File: config.mk
export PLATFORM = sky130hd
export DESIGN_NAME = arch_regfile
export DESIGN_NICKNAME = d
export VERILOG_FILES = /design/src/rtl/arch_regfile.sv
export SDC_FILE = /design/constraint.sdc
export NUM_CORES = 2
export LEC_CHECK = 0
export BUFFER_PORTS_ARGS = -buffer_cell sky130_fd_sc_hd__buf_2
export CAP_MARGIN = 20
export CORE_MARGIN = 1
export CORE_UTILIZATION = 40
export DETAILED_ROUTE_END_ITERATION = 16
export SYNTH_ARGS = -nofsm -noshare
export SYNTH_HDL_FRONTEND = slang
export SYNTH_SLANG_ARGS = --single-unit
File: constraint.sdc
create_clock -name clk -period 8.5 [get_ports clk]
set_input_delay 0.425 -clock clk [delete_from_list [all_inputs] [get_ports clk]]
set_output_delay 0.425 -clock clk [all_outputs]
set_load 0.005 [all_outputs]
File: src/rtl/arch_regfile.sv
// Architectural register file with rename status. Each register holds committed data,
// plus a pending bit and the ROB tag of the youngest in-flight writer.
module arch_regfile #(
   parameter int REG_WIDTH = 5,
   parameter int ROB_WIDTH = 3
) (
   input  logic                   clk,
   input  logic                   reset_b,
   input  logic [REG_WIDTH-1:0]   read_num [2],
   output logic [ROB_WIDTH+32:0]  arch_read [2],
   input  logic                   issue,
   input  logic                   issue_writes,
   input  logic [REG_WIDTH-1:0]   issue_r0,
   input  logic [ROB_WIDTH-1:0]   issue_tag,
   input  logic                   commit,
   input  logic [REG_WIDTH-1:0]   commit_arch_num,
   input  logic [ROB_WIDTH-1:0]   commit_tag,
   input  logic [31:0]            commit_data,
   input  logic                   flush,
   output logic                   idle
);

   localparam int NUM_REGS = 2 ** REG_WIDTH;

   logic [31:0]          data_q    [NUM_REGS];
   logic [ROB_WIDTH-1:0] tag_q     [NUM_REGS];
   logic [NUM_REGS-1:0]  pending_q;

   // Rename is placed after the commit clear so that, on the same register, it wins.
   always_ff @(posedge clk) begin
      if (!reset_b) begin
         for (int i = 0; i < NUM_REGS; i++) begin
            data_q[i] <= '0;
            tag_q[i]  <= '0;
         end
         pending_q <= '0;
      end else begin
         if (commit)
            data_q[commit_arch_num] <= commit_data;
         if (flush) begin
            pending_q <= '0;
         end else begin
            if (commit && (tag_q[commit_arch_num] == commit_tag))
               pending_q[commit_arch_num] <= 1'b0;
            if (issue && issue_writes) begin
               pending_q[issue_r0] <= 1'b1;
               tag_q[issue_r0]     <= issue_tag;
            end
         end
      end
   end

   // Read layout: {valid, tag, data}; reads see pre-edge state.
   always_comb begin
      for (int p = 0; p < 2; p++) begin
         arch_read[p] = {~pending_q[read_num[p]], tag_q[read_num[p]], data_q[read_num[p]]};
      end
   end

   assign idle = ~|pending_q;

endmodule
Yosys cells after proc, flatten, opt, wreduce, memory -nomap -nowiden
Memory sizes are Yosys's and may differ from the RTL's.
Index checks and enable logic that the tools add are counted.
{ "op_classes": {"mul": 0, "n_eq_ne": 1, "bitwise_logic": 6, "shift": 0, "n_div": 0, "muxes": 26, "magnitude_cmp": 6, "n_addsub": 0, "n_reduce_logical": 9} }
{ "ops": {"columns": ["op", "count"], "rows": [
  ["32-bit 2-to-1 mux", 5],
  ["32-bit OR reduction", 2],
  ["32-bit bitwise AND", 1],
  ["32-bit NOT", 1],
  ["32-bit bitwise OR", 1],
  ["5-bit by 6-bit < comparator with 1-bit output (second input constant)", 4],
  ["1-bit 2-to-1 mux", 14],
  ["1-bit binary-select mux with 5-bit select", 2],
  ["1-bit demux with 5-bit select", 2],
  ["5-bit by 1-bit greater-or-equal comparator with 1-bit output (second input constant)", 2],
  ["5-bit 2-to-1 mux", 2],
  ["1-bit logical AND", 4],
  ["3-bit == test", 1],
  ["3-bit 2-to-1 mux", 1],
  ["1-bit NOT", 3],
  ["3-bit OR reduction", 1],
  ["2-bit OR reduction", 1],
  ["1-bit logical NOT", 1]
]} }
{ "word_totals": {"out_inout_bits": 73, "n_memories": 2, "ff_bits": 32, "ramBits": 1120, "romBits": 0, "latchBits": 0, "in_bits": 64, "word_cells": 51} }
{ "mem_list": {"columns": ["name", "depth", "word_bits", "rd", "rd_clocked_by_memory_dff", "wr", "line_no", "text"], "rows": [
  ["data_q", 32, 32, 2, 0, 32, "25", "logic [31:0] data_q [NUM_REGS];"],
  ["tag_q", 32, 3, 3, 0, 32, "26", "logic [ROB_WIDTH-1:0] tag_q [NUM_REGS];"]
]} }

Logic depth before layout (Yosys ltp)
{ "logic_depth": {"ltp_word": 11, "mapped_depth": 10, "ltp_nobuf": 6} }

Worst setup path after synthesis
OpenSTA, ideal clock, no wires.
{ "synth_timing": {"kind": "input port to flip-flop", "from": "input commit_arch_num[1]", "to": "memory data_q[29][0], enable pin", "cell_stages": 6, "n_path_buf": 3, "t_arrival_ns": 3.807, "setup_time_ns": 0.466, "required_time_ns": 8.034, "path_slack_ns": 4.227, "path_cell_list": "buf_4 -> buf_2 -> and2b_1 -> nand3_1 -> clkbuf_1 -> o21ai_0"} }
{ "synth_lines": {"columns": ["item", "line_no", "text"], "rows": [
  ["start: declaration", "16", "input logic [REG_WIDTH-1:0] commit_arch_num,"],
  ["end: declaration", "25", null]
]} }

==> impl_metrics.json <==
{
  "clock_skew_ns": 0.03906,
  "rr_worst_depth": 6,
  "hold_end": "data_q[13][13]",
  "crit_path_end_kind": "output port",
  "critPathKind": "input pin to output port",
  "ir_worst_vdd_mv": 0.2452,
  "switching_share_pct": 25.34,
  "fin_util_pct": 44.59,
  "clk_pin_slew_ns": 0.06,
  "fin_area_um2": 69570,
  "track_usage_pct": 26.76,
  "critPathLaunchType": "input pin",
  "antenna_left": 0,
  "fin_cells": 5999,
  "cp_max_fo": 73,
  "cts-resized-gates": 0,
  "synth_area_leaders": "edfxtp_1 54%, mux4_2 26%, and2_1 10%",
  "switching_power_mw": 3.458,
  "synth_largest_area_cell": "edfxtp_1",
  "arrival_ns": 3.69,
  "post-place-cells": 5770,
  "grt_max_degree": 110,
  "drc": 0,
  "power.leakage_nw": 23.15,
  "clk_latency_ns": 0.75,
  "cts_made_buffers": 117,
  "seqPwrFrac_pct": 49.0,
  "initial_core_util_pct": 40.26,
  "synth_flop_cell": "edfxtp_1",
  "fp.coreArea_um2": 156000,
  "relSlewSlack_pct": 19.93,
  "intPower_mw": 10.19,
  "grt_pass1_wl_mm": 295.2,
  "powerDensity_nw_per_um2": 196.1,
  "synth_common_cells": "1120 x edfxtp_1, 1042 x and2_1, 720 x mux4_2",
  "die_w_um": 398.3,
  "async_flop_share_pct": 0,
  "comb_power_share_pct": 12.7,
  "avgSynthCellArea_um2": 15.99,
  "cts.path.max_buffers": 3,
  "status": "complete, no violations",
  "io_buffer_count": 136,
  "vias_per_cell": 6.307,
  "r2r_slack_ns": 5.47,
  "p_clk_share_pct": 38.3,
  "placed_area_um2": 65730,
  "routedWlPerCell_um": 35.23,
  "drt_first_iter_violations": 5203,
  "grt_overflow": 0,
  "layout-drive-gt1-share_pct": 32.99,
  "htree_levels": 3,
  "r2r-start": "tag_q[11][1]",
  "min_period_over_period_pct": 48.39,
  "fmax_ghz": 0.2431,
  "postCtsSetupRepairBufs": 0,
  "yosysMostFrequentCell": "edfxtp_1",
  "max_cap_violations": 0,
  "ctsRootBufferMaster": "clkbuf_16",
  "yosysSeqAreaShare_pct": 54.56,
  "cp.required_ns": 8.08,
  "antenna_found_initial": 22,
  "dp_hpwl_mm": 119.0,
  "power_mw": 13.64,
  "whs_path_depth": 2,
  "drt_first_pass_iters": 5,
  "setup_violations": 0,
  "synth_edf_count": 1120,
  "route.vias.total": 37835,
  "synth.distinct_cells": 47,
  "rows": 145,
  "ctsHoldBuffers": 0,
  "io_pins": 137,
  "synthCells": 3929,
  "dieArea_um2": 158600,
  "ys_warn_count": 0,
  "yosys_register_bits": 1152,
  "final_max_slew_viol_count": 0,
  "wl_mm": 211.4,
  "rr_endpoint": "pending_q[10]",
  "die_h_um": 398.3,
  "hp-start": "commit_data[13]",
  "grt_pass1_vias": 37703,
  "tritoncts": "built",
  "areaGrowthSynthToFinish_pct": 10.74,
  "clock_sinks": 1152,
  "nets": 3896,
  "min_period_ns": 4.113,
  "max_slew.worst_pin.slew_ns": 1.196,
  "place_congestion": 0.8553,
  "grt_setup_unrepaired": "no",
  "synth_top_cell_area_share_pct": 53.54,
  "final_hold_viol_count": 0,
  "min_path_type": "input pin to register",
  "netlist_area_um2": 62820,
  "synth_nets": 3993,
  "setup-tns-final_ns": 0
}
-- kinds of logic (layout without fill, tap and decap cells) --
logic type | Yosys count | count (layout) | share of synthesized area (%)
AO/OA/AOI/OAI | 182 | 182 | 1.876
buffers and inverters | 441 | 444 | 2.904
flip-flops | 1152 | 1152 | 54.56
AND/OR/NAND/NOR | 1314 | 1314 | 12.80
other | 0 | 9 | 0
multiplexers | 840 | 840 | 27.86
-- power by group through the flow --
| stage | clock network [mW] | logic (mW) | registers [mW] |
|---|---|---|---|
| 2_1_floorplan | 0 | 1.09 | 6.74 |
| 3_3_place_gp | 0 | 1.72 | 6.78 |
| 3_5_place_dp | 0 | 1.73 | 6.80 |
| 4_1_cts | 5.27 | 1.73 | 6.68 |
| 5_1_grt | 5.47 | 1.79 | 6.72 |
| 6_report | 5.23 | 1.73 | 6.68 |
-- worst max path at each step --
stage / from / end / slack [ns] / cells after the start
after floorplan: commit_arch_num[1] / data_q[29][0] / 4.23 / 6
after global placement: commit_arch_num[1] / data_q[7][20] / 3.90 / 6
after detailed placement: commit_arch_num[1] / data_q[7][10] / 3.86 / 6
after CTS: read_num[5] / arch_read[51] / 4.30 / 6
after global routing: read_num[5] / arch_read[51] / 4.17 / 6
final: read_num[5] / arch_read[51] / 4.39 / 6
-- stage by stage --
stage / setup WS, ns / hold WS, ns
2_1_floorplan: 4.227 / 0.5070
3_3_place_gp: 3.905 / 0.5317
3_5_place_dp: 3.856 / 0.5360
4_1_cts: 4.297 / 0.2249
5_1_grt: 4.169 / 0.2954
6_report: 4.387 / 0.2711
-- flip-flops by register name (all words and copies together) (netlist names) --
name       count
tag_q         96
data_q      1024
pending_q     32
-- area by class of cell --
class                           count  area [um^2]
Clock buffer                      138         3038
Fill cell                       13464        86460
Timing Repair Buffer              224         1534
Multi-Input combinational cell   2336        27360
Sequential cell                  1152        34270
Tap cell                         2058         2575
Inverter                            1        3.754
Antenna cell                        9        22.52
Clock inverter                     81        765.7
-- per-layer routing --
metal	part of all wire, %	routed length, um	GRT usage [%]	up-vias
met1	38	80530	35.27	20009
met5	0.018	39	0	-
li1	-	-	-	15194
met3	9.1	19280	4.894	421
met4	4.7	9837	11.79	6
met2	48	101700	43.38	2205
-- worst max-delay path, cell delays in order --
cell and delay (ns):
buf_8 0.64, buf_4 0.85, mux4_2 0.63, mux4_2 0.56
mux2_2 0.30, buf_2 0.13
-- layout by cell type (no fill, tap or decap), drive strengths merged, types with 5 or more instances in the layout --
master and count:
a211oi 24, a21oi 61, a31oi 5, and2 1043
and3 88, buf 223, bufinv 11, clkbuf 139
clkinv 60, clkinvlp 7, dfxtp 32, diode 9
edfxtp 1120, mux2 70, mux2i 50, mux4 720
nand2 36, nand3 6, nand4b 5, nor2 75
nor2b 5, nor3 7, nor4 14, o21ai 64
o22ai 24
(Power assumes the default switching activity.)
